### src/rtl/tx_envelope_sequencer_if.sv
// Sample/key bundle between the upconverter side and the DAC output stage.
// master drives RF and keying inputs; slave (the sequencer) returns DAC word and status.
interface tx_envelope_sequencer_if #(
  parameter int IN_WIDTH  = 16,
  parameter int DAC_WIDTH = 12,
  parameter int RAMP_BITS = 8
);
  logic signed [IN_WIDTH-1:0]  rf_in;
  logic                        ptt;
  logic                        cw_ptt;
  logic                        vna_mode;
  logic signed [DAC_WIDTH-1:0] dac_data;
  logic                        tx_active;
  logic [1:0]                  state;
  logic [RAMP_BITS:0]          gain;
  logic                        led;

  modport master (
    output rf_in, ptt, cw_ptt, vna_mode,
    input  dac_data, tx_active, state, gain, led
  );
  modport slave (
    input  rf_in, ptt, cw_ptt, vna_mode,
    output dac_data, tx_active, state, gain, led
  );
endinterface

### src/rtl/tx_envelope_sequencer.sv
// TX keying sequencer: linear amplitude ramp, saturating narrow to DAC, T/R and heartbeat.
// Optional T/R hang after ramp-down is enabled by defining TX_HANG_EN.
module tx_envelope_sequencer #(
  parameter int IN_WIDTH     = 16,
  parameter int DAC_WIDTH    = 12,
  parameter int HEADROOM     = 3,
  parameter int RAMP_BITS    = 8,
  parameter int RAMP_DIV     = 16,
  parameter int HANG_CYCLES  = 4800,
  parameter int LED_FAST_BIT = 24,
  parameter int LED_SLOW_BIT = 26
) (
  input  logic                     clk,
  input  logic                     reset,
  tx_envelope_sequencer_if.slave   io
);
  localparam int DIV_W = (RAMP_DIV > 1) ? $clog2(RAMP_DIV) : 1;
  localparam int PW    = IN_WIDTH + RAMP_BITS + 2;
  localparam logic [RAMP_BITS:0] GMAX = (RAMP_BITS+1)'(1 << RAMP_BITS);
  localparam logic signed [IN_WIDTH:0] SAT_HI = (IN_WIDTH+1)'((1 << (DAC_WIDTH-1)) - 1);
  localparam logic signed [IN_WIDTH:0] SAT_LO = (IN_WIDTH+1)'(-(1 << (DAC_WIDTH-1)));

  typedef enum logic [1:0] {IDLE = 2'd0, RAMP_UP = 2'd1, ON = 2'd2, RAMP_DOWN = 2'd3} st_t;

  st_t                         r_state, w_state_nx;
  logic [RAMP_BITS:0]          r_gain, w_gain_nx;
  logic [DIV_W-1:0]            r_div, w_div_nx;
  logic [26:0]                 r_cnt;
  logic signed [IN_WIDTH:0]    r_p;
  logic signed [DAC_WIDTH-1:0] r_dac;
  logic                        w_key, w_step, w_tx;
  logic signed [PW-1:0]        w_rf_x, w_g_x, w_prod;
  logic signed [IN_WIDTH:0]    w_s;

  assign w_key  = io.ptt | io.cw_ptt | io.vna_mode;
  assign w_step = (r_div == DIV_W'(RAMP_DIV - 1));

  // On a key change the gain holds for that cycle; the ramp resumes from it after a full divider period.
  always_comb begin
    w_state_nx = r_state;
    w_gain_nx  = r_gain;
    w_div_nx   = '0;
    if (io.vna_mode) begin
      w_state_nx = ON;
      w_gain_nx  = GMAX;
    end else begin
      unique case (r_state)
        IDLE: begin
          w_gain_nx = '0;
          if (w_key) w_state_nx = RAMP_UP;
        end
        RAMP_UP: begin
          if (!w_key) w_state_nx = RAMP_DOWN;
          else if (w_step) begin
            w_gain_nx = r_gain + 1'b1;
            if (r_gain + 1'b1 == GMAX) w_state_nx = ON;
          end
        end
        ON: begin
          w_gain_nx = GMAX;
          if (!w_key) w_state_nx = RAMP_DOWN;
        end
        RAMP_DOWN: begin
          if (w_key) w_state_nx = RAMP_UP;
          else if (w_step) begin
            w_gain_nx = r_gain - 1'b1;
            if (r_gain == (RAMP_BITS+1)'(1)) w_state_nx = IDLE;
          end
        end
        default: w_state_nx = IDLE;
      endcase
    end
    if (w_state_nx == r_state && (r_state == RAMP_UP || r_state == RAMP_DOWN))
      w_div_nx = w_step ? '0 : r_div + 1'b1;
  end

  always_ff @(posedge clk or posedge reset) begin
    if (reset) begin
      r_state <= IDLE;
      r_gain  <= '0;
      r_div   <= '0;
      r_cnt   <= '0;
    end else begin
      r_state <= w_state_nx;
      r_gain  <= w_gain_nx;
      r_div   <= w_div_nx;
      r_cnt   <= r_cnt + 1'b1;
    end
  end

  // Gain is unsigned; zero-extend before the signed multiply so max gain passes rf_in exactly.
  assign w_rf_x = PW'($signed(io.rf_in));
  assign w_g_x  = PW'({1'b0, r_gain});
  assign w_prod = w_rf_x * w_g_x;
  assign w_s    = r_p >>> HEADROOM;

  always_ff @(posedge clk or posedge reset) begin
    if (reset) begin
      r_p   <= '0;
      r_dac <= '0;
    end else begin
      r_p <= (IN_WIDTH+1)'(w_prod >>> RAMP_BITS);
      if (w_s > SAT_HI)      r_dac <= DAC_WIDTH'(SAT_HI);
      else if (w_s < SAT_LO) r_dac <= DAC_WIDTH'(SAT_LO);
      else                   r_dac <= DAC_WIDTH'(w_s);
    end
  end

`ifdef TX_HANG_EN
  localparam int HANG_W = (HANG_CYCLES > 0) ? $clog2(HANG_CYCLES + 1) : 1;
  logic [HANG_W-1:0] r_hang;

  // Hang loads on the ramp-down exit and is cancelled by any re-key.
  always_ff @(posedge clk or posedge reset) begin
    if (reset)                                        r_hang <= '0;
    else if (r_state == RAMP_DOWN && w_state_nx == IDLE) r_hang <= HANG_W'(HANG_CYCLES);
    else if (w_state_nx != IDLE)                      r_hang <= '0;
    else if (r_hang != '0)                            r_hang <= r_hang - 1'b1;
  end
  assign w_tx = (r_state != IDLE) || (r_hang != '0);
`else
  assign w_tx = (r_state != IDLE);
`endif

  assign io.dac_data  = r_dac;
  assign io.tx_active = w_tx;
  assign io.state     = r_state;
  assign io.gain      = r_gain;
  assign io.led       = w_tx ? r_cnt[LED_FAST_BIT] : r_cnt[LED_SLOW_BIT];
endmodule

### src/flat_wrapper.sv
// flat-port wrapper written by rule: the top's interface ports become plain ports
module tx_envelope_sequencer_flat 
#(
  parameter int IN_WIDTH     = 16,
  parameter int DAC_WIDTH    = 12,
  parameter int HEADROOM     = 3,
  parameter int RAMP_BITS    = 8,
  parameter int RAMP_DIV     = 16,
  parameter int HANG_CYCLES  = 4800,
  parameter int LED_FAST_BIT = 24,
  parameter int LED_SLOW_BIT = 26
)
  (clk, reset, io_rf_in, io_ptt, io_cw_ptt, io_vna_mode, io_dac_data, io_tx_active, io_state, io_gain, io_led);
  tx_envelope_sequencer_if #(.IN_WIDTH(IN_WIDTH), .DAC_WIDTH(DAC_WIDTH), .RAMP_BITS(RAMP_BITS)) io_i ();
  input  logic clk;
  input  logic reset;
  input wire logic [$bits(io_i.rf_in)-1:0] io_rf_in;
  input wire logic [$bits(io_i.ptt)-1:0] io_ptt;
  input wire logic [$bits(io_i.cw_ptt)-1:0] io_cw_ptt;
  input wire logic [$bits(io_i.vna_mode)-1:0] io_vna_mode;
  output wire logic [$bits(io_i.dac_data)-1:0] io_dac_data;
  output wire logic [$bits(io_i.tx_active)-1:0] io_tx_active;
  output wire logic [$bits(io_i.state)-1:0] io_state;
  output wire logic [$bits(io_i.gain)-1:0] io_gain;
  output wire logic [$bits(io_i.led)-1:0] io_led;
  assign io_i.rf_in = io_rf_in;
  assign io_i.ptt = io_ptt;
  assign io_i.cw_ptt = io_cw_ptt;
  assign io_i.vna_mode = io_vna_mode;
  assign io_dac_data = io_i.dac_data;
  assign io_tx_active = io_i.tx_active;
  assign io_state = io_i.state;
  assign io_gain = io_i.gain;
  assign io_led = io_i.led;
  tx_envelope_sequencer #(.IN_WIDTH(IN_WIDTH), .DAC_WIDTH(DAC_WIDTH), .HEADROOM(HEADROOM), .RAMP_BITS(RAMP_BITS), .RAMP_DIV(RAMP_DIV), .HANG_CYCLES(HANG_CYCLES), .LED_FAST_BIT(LED_FAST_BIT), .LED_SLOW_BIT(LED_SLOW_BIT)) u_core (.clk(clk), .reset(reset), .io(io_i));
endmodule
### config.mk
export PLATFORM = sky130hd
export DESIGN_NAME = tx_envelope_sequencer_flat
export DESIGN_NICKNAME = d
export VERILOG_FILES = /design/src/rtl/tx_envelope_sequencer_if.sv /design/src/rtl/tx_envelope_sequencer.sv /design/src/flat_wrapper.sv
export SDC_FILE = /design/constraint.sdc
export NUM_CORES = 1
export LEC_CHECK = 0
export ABC_AREA = 1
export ABC_CLOCK_PERIOD_IN_PS = 15230
export BUFFER_PORTS_ARGS = -buffer_cell sky130_fd_sc_hd__buf_2
export CAP_MARGIN = 20
export CORE_MARGIN = 5
export CORE_UTILIZATION = 53
export CTS_BUF_LIST = sky130_fd_sc_hd__clkbuf_8 sky130_fd_sc_hd__clkbuf_16
export DETAILED_ROUTE_END_ITERATION = 6
export PLACE_DENSITY = 0.71
export SLEW_MARGIN = 20
export SYNTH_ARGS = -nofsm -noshare
export SYNTH_HDL_FRONTEND = slang
export SYNTH_SLANG_ARGS = --single-unit
### constraint.sdc
create_clock -name clk -period 15.23 [get_ports clk]
set_clock_uncertainty 0.15 [all_clocks]
set_input_delay 3.046 -clock clk [delete_from_list [all_inputs] [get_ports clk]]
set_output_delay 3.046 -clock clk [all_outputs]
set_load 0.03 [all_outputs]
==> impl_metrics.ini, run 1 <==
[route]
detail_route.wl_per_cell_um = 13.5
firstDrtPassIters = 5
via_count = 6663
initialDrtViolationCount = 394
ant_nets = 0
drc_errors = 0
avgViaCountPerCell = 5.04
wirelength_mm = 17.8

[timing]
fin_crit_ns = 7.54
fin_tns_setup_ns = 0
fin_crit_sh_pct = 49.5
worst_pin_slew_ns = 1.02
rsz0062_at_grt = false
max_freq_mhz = 133
setup_viol = 0
final_hold_viol_count = 0
whs_ns = 0.254
slew_headroom_pct = 31.7
slew_violations = 0

[clocking]
post_cts.repair.setup_buffers = 0
cts_sinks = 68
cts_root_buf = clkbuf_16
cts_tree = yes
cts_resized = 0
htreeDepth = 3
clockBufferDepth = 2
cts-buffers-inserted = 9
cts_hold_buf = 0
clk_latency_ns = 0.33
path_clk_slew_ns = 0.06

[logic_synthesis]
synth_warnings = 0
synthFlopType = dfrtp_1
synth_top_cells_by_count = inv_1 (274), nand2_1 (257), fa_1 (118), dfrtp_1 (68), ha_1 (57)
synth.cell_area_sq_um = 8490
avgSynthCellArea_sq_um = 7.86
synth_top_cell_area_share_pct = 27.8
synth_top_area_cell = fa_1
syn-instance-count = 1081
yosysMostFrequentCell = inv_1
async_flop_share_pct = 100
seq_area_frac_synth_pct = 20.0
synthTopCellsByArea = fa_1 (28%), dfrtp_1 (20%), inv_1 (12%), nand2_1 (11%), ha_1 (8.4%)
synth_edf_count = 0
ys_ff_latch = 68
synth_nets = 1277
ys_types = 39

[floorplanning]
ios = 46
initial_core_util_pct = 53.7
chipWidth_um = 137
dieArea_sq_um = 18700
die_h_um = 137
coreArea_sq_um = 15800
row_count = 46

[placement]
dpl.hpwl_mm = 14.4
dpl.cell_count = 1306
port_buffers = 45
place_congestion = 0.912

[setup_path]
crit_path_end_kind = flip-flop
timing.rr.start = u_core.io.gain[2]
cp.arrival_ns = 7.61
critPathLaunchType = input pin
crit_type = input pin to flip-flop
startpoint = io_rf_in[5]
critPathMaxFanout = 9
cp.required_ns = 15.30

[outcome]
status = finished, final reports clean

[layout]
fin_cells = 1322
synthToLayoutAreaGrowth_pct = 8.09
fin_nets = 1297
diodes = 0
drive_above_1_share_pct = 8.05

[global_routing]
grt_pass1_wl_mm = 32.0
grt_overflow = 0
grt_pass1_vias = 7091
antenna_found_initial = 0
grt_max_degree = 69
grtUsageTotal_pct = 21.3

[min_path]
hold_start = u_core.r_p[16]
hp-class = flip-flop to flip-flop

[power]
leakagePower_nw = 5.43
p_per_area_nw_per_um2 = 208
ir_drop_mv = 0.118

[job]
maxCapViolations = 0
## routing by layer
| metal | track usage (%) | routed length, um |
|---|---|---|
| met5 | 0 | 0 |
| met4 | 6.77 | 403 |
| met3 | 3.31 | 704 |
| met2 | 38.5 | 9300 |
| met1 | 25.9 | 7430 |
## metrics by stage
stage / instance area, sq um / util (%) / total power [mW] / worst slack (ns)
after floorplan: 8490 / - / 1.37 / 7.57
after global placement: 8850 / 55.9 / 1.66 / 7.46
after detailed placement: 8850 / 55.9 / 1.69 / 7.37
after CTS: 9180 / 58.0 / 1.93 / 7.70
after global routing: 9180 / 58.0 / 2.17 / 7.41
final: 9180 / 58.0 / 1.91 / 7.69
## cell usage in the layout (no fill, tap or decap), types with 3 or more instances in the layout
| cell type | n |
|---|---|
| nand2_1 | 257 |
| a31oi_1 | 7 |
| o21bai_1 | 4 |
| o21ai_1 | 10 |
| clkbuf_16 | 9 |
| nand4_1 | 9 |
| ha_1 | 57 |
| xnor2_1 | 17 |
| nor3_1 | 9 |
| dfrtp_1 | 68 |
| nand3_1 | 31 |
| fa_1 | 118 |
| nor2_1 | 54 |
| nand3_2 | 3 |
| inv_1 | 273 |
| inv_6 | 3 |
| o21ai_0 | 22 |
| buf_4 | 3 |
| xor2_1 | 27 |
| buf_2 | 45 |
| inv_2 | 9 |
| a21oi_1 | 42 |
| a21o_1 | 5 |
## state kept, by name (all words and copies together) (netlist names)
name / count
u_core.r_div: 4
u_core.io.gain: 9
u_core.r_p: 14
u_core.io.state: 2
u_core.r_cnt: 27
u_core.io.dac_data: 12
## where the power goes
part | internal, mW | switching [mW]
Clock | 0.146 | 0.0824
Combinational | 0.505 | 0.878
Sequential | 0.236 | 0.0587
Total | 0.887 | 1.02
## critical path, cell delays in order
cell and delay (ns):
buf_2 0.18, nand2_1 0.12, fa_1 0.58, inv_1 0.06
fa_1 0.50, inv_1 0.05, fa_1 0.48, inv_1 0.06
fa_1 0.54, inv_1 0.06, fa_1 0.52, inv_1 0.05
ha_1 0.30, nand2_1 0.09, nor2_1 0.15, inv_1 0.06
nor2_1 0.12, a21oi_1 0.11, o21bai_1 0.29, nand2_1 0.11
nand3_1 0.10, nand2_1 0.05
## worst paths after layout
path | end | slack (ns) | depth (start not counted)
setup / recovery | u_core.r_p[16] | 7.69 | 22
hold / removal | u_core.io.dac_data[11] | 0.25 | 0
setup reg to reg | u_core.r_p[16] | 9.49 | 21
hold reg to reg | u_core.io.dac_data[11] | 0.25 | 0
max in group asynchronous | u_core.r_cnt[5] | 11.59 | 3
min in group asynchronous | u_core.io.dac_data[9] | 2.81 | 3
## cell type report
cell class	count	area [sq um]
Sequential cell	68	1700
Clock buffer	9	225
Clock inverter	7	106
Multi-Input combinational cell	691	5570
Inverter	283	1060
Tap cell	216	270
Timing Repair Buffer	48	248
Fill cell	1445	6650
## logic make-up (layout without fill, tap and decap cells)
group | count (synthesis) | in the layout | share of synthesized area, %
and+or+nand+nor | 376 | 376 | 18.5
buffers and inverters | 322 | 347 | 14.4
adders and majority gates | 175 | 175 | 36.2
AOI/OAI and AO/OA | 96 | 96 | 6.26
DFF | 68 | 68 | 20.0
xor gates and xnor gates | 44 | 44 | 4.54
Power figures use the tool's default switching activity.
==> run 2, diff against run 1 <==
--- a/config.mk
+++ b/config.mk
@@ -5,8 +5,8 @@
 export SDC_FILE = /design/constraint.sdc
 export NUM_CORES = 1
 export LEC_CHECK = 0
-export ABC_AREA = 1
-export ABC_CLOCK_PERIOD_IN_PS = 15230
+export ABC_AREA = 0
+export ABC_CLOCK_PERIOD_IN_PS = 7300
 export BUFFER_PORTS_ARGS = -buffer_cell sky130_fd_sc_hd__buf_2
 export CAP_MARGIN = 20
 export CORE_MARGIN = 5
==> constraint.sdc (replaced) <==
create_clock -name clk -period 7.3 [get_ports clk]
set_clock_uncertainty 0.15 [all_clocks]
set_input_delay 1.46 -clock clk [delete_from_list [all_inputs] [get_ports clk]]
set_output_delay 1.46 -clock clk [all_outputs]
set_load 0.03 [all_outputs]
==> impl_metrics.ini, run 2 <==
[clocking]
clockBufferDepth = 2
cts_tree = yes
post_cts.repair.setup_buffers = 0
clk_latency_ns = 0.33
path_clk_slew_ns = 0.05
cts-buffers-inserted = 9
cts_root_buf = clkbuf_16
htreeDepth = 3
cts_hold_buf = 0
cts_resized = 0
cts_sinks = 68

[global_routing]
use_met1_pct = 28.1
grt_pass1_vias = 5676
grt_pass1_wl_mm = 27.2
grtUsageTotal_pct = 18.7
globalRouteMet3Util_pct = 3.21
antenna_found_initial = 0
top_usage_layer = met2
grt_max_degree = 69
grt_overflow = 0
grt_util_met2_pct = 28.6

[timing]
max_freq_mhz = 158
setup_viol = 0
fin_tns_setup_ns = 0
rsz0062_at_grt = false
fin_crit_ns = 6.33
slew_headroom_pct = 35.1
slew_violations = 0
whs_ns = 0.320
fin_crit_sh_pct = 86.8
fin_ws_ns = 0.967
worst_pin_slew_ns = 0.973
final_hold_viol_count = 0

[setup_path]
crit_type = input pin to flip-flop
critPathMaxFanout = 9
cp.required_ns = 7.35
cp.arrival_ns = 6.38
crit_path_end_kind = flip-flop
startpoint = io_rf_in[10]
critPathLaunchType = input pin
timing.rr.start = u_core.io.gain[6]

[logic_synthesis]
synth_warnings = 0
synth.cell_area_sq_um = 7930
synth_edf_count = 0
synth_top_cell_area_share_pct = 29.8
ys_ff_latch = 68
yosysMostFrequentCell = inv_1
avgSynthCellArea_sq_um = 9.13
synthFlopType = dfrtp_1
synth_nets = 1065
synth_top_area_cell = fa_1
seq_area_frac_synth_pct = 21.5
synthTopCellsByArea = fa_1 (30%), dfrtp_1 (21%), ha_1 (9.0%), inv_1 (7.4%), nand2_1 (5.5%)
syn-instance-count = 869
async_flop_share_pct = 100
synth_top_cells_by_count = inv_1 (156), fa_1 (118), nand2_1 (116), dfrtp_1 (68), and2_1 (67)
ys_types = 49

[layout]
diodes = 0
final_cell_mix = inv_1 (158), fa_1 (118), nand2_1 (116)
synthToLayoutAreaGrowth_pct = 7.92
fin_nets = 1087
drive_above_1_share_pct = 8.71
nFillCells = 1297
final_common_cell = inv_1
fin_cells = 1080
largest_reg_flops = 27
regMostFlops = u_core.r_cnt

[placement]
port_buffers = 45
place_congestion = 0.841
dpl.cell_count = 1064
dpl.hpwl_mm = 12.1
dpl_worst_slack_ns = 0.605

[floorplanning]
dieArea_sq_um = 17500
coreArea_sq_um = 14600
row_count = 44
initial_core_util_pct = 54.4
die_h_um = 132
ios = 46
chipWidth_um = 132

[route]
wirelength_mm = 15.6
firstDrtPassIters = 5
detail_route.wl_per_cell_um = 14.4
drc_errors = 0
initialDrtViolationCount = 320
ant_nets = 0
via_count = 5656
avgViaCountPerCell = 5.24

[power]
finalPower_mw = 1.01
leakagePower_nw = 4.51
p_per_area_nw_per_um2 = 118
ir_drop_mv = 0.144

[outcome]
status = finished, final reports clean

[min_path]
hold_start = u_core.r_cnt[4]
hp-class = flip-flop to flip-flop

[job]
maxCapViolations = 0
-- run 2: cell count changes in the layout (fill, tap and decap cells not counted), moves of 6 or more --
cell	change
nand3_1	-9
nand2_1	-141
and2_1	+67
inv_2	-8
o21ai_0	-12
a21oi_1	-14
nor2_1	+6
and3_1	+6
xnor2_1	+20
inv_1	-115
xor2_1	-10
o21ai_1	-8
-- run 2: power by group --
part           internal, mW  leakage (nW)  switching [mW]  total [mW]
Clock                 0.253         0.152           0.141       0.394
Sequential            0.399         0.875          0.0254       0.424
Combinational        0.0688          3.49           0.121       0.190
-- run 2: logic make-up after synthesis --
kind of cell / after synthesis / share of synthesized area, %
flip-flops: 68 / 21.5
multiplexers: 4 / 0.536
AND/OR/NAND/NOR: 302 / 18.0
XOR/XNOR: 54 / 5.96
adder cells (fa/ha/maj): 175 / 38.8
buffers and inverters: 196 / 9.34
AO/OA/AOI/OAI: 70 / 5.96
-- run 2: stage by stage --
stage                     area, sq um  utilization [%]
after floorplan                  7930                -
after global placement           8280             56.7
after detailed placement         8280             56.7
after CTS                        8560             58.7
after global routing             8560             58.7
final                            8560             58.7
-- run 2: final cells by class --
type	count	area (sq um)	area share (%)
inverters	156	586	6.84
clock inverters	4	16.3	0.190
repair buffers	51	270	3.16
well taps	184	230	2.69
multi-input cells	605	5490	64.1
clock buffers	12	267	3.11
flip-flops and latches	68	1700	19.9
-- run 2: layer usage --
metal | up-vias | part of all wire (%)
met1 | 2821 | 48
met3 | 15 | 5.2
met5 | - | 0
li1 | 2697 | -
met2 | 123 | 46
met4 | 0 | 1.2
-- run 2: path summary, 6_finish.rpt --
check                              endpoint  cells after the start  slack, ns
max reg2reg                  u_core.r_p[16]                     18       1.28
max                          u_core.r_p[16]                     19       0.97
min                         u_core.r_cnt[4]                      1       0.32
min in group asynchronous  u_core.r_cnt[23]                      3       1.23
max in group asynchronous   u_core.r_cnt[3]                      3       5.27
min reg2reg                 u_core.r_cnt[4]                      1       0.32
-- run 2: critical path, stage by stage --
cell and delay (ns):
buf_2 0.21, nand2_1 0.12, fa_1 0.56, inv_1 0.05, fa_1 0.52, fa_1 0.44
fa_1 0.54, inv_1 0.05, fa_1 0.52, inv_1 0.04, ha_1 0.35, a21o_1 0.18
a21oi_1 0.13, o21ai_0 0.17, a21oi_4 0.21, a21boi_2 0.09, a311o_2 0.44, o31ai_4 0.19
xnor2_1 0.09
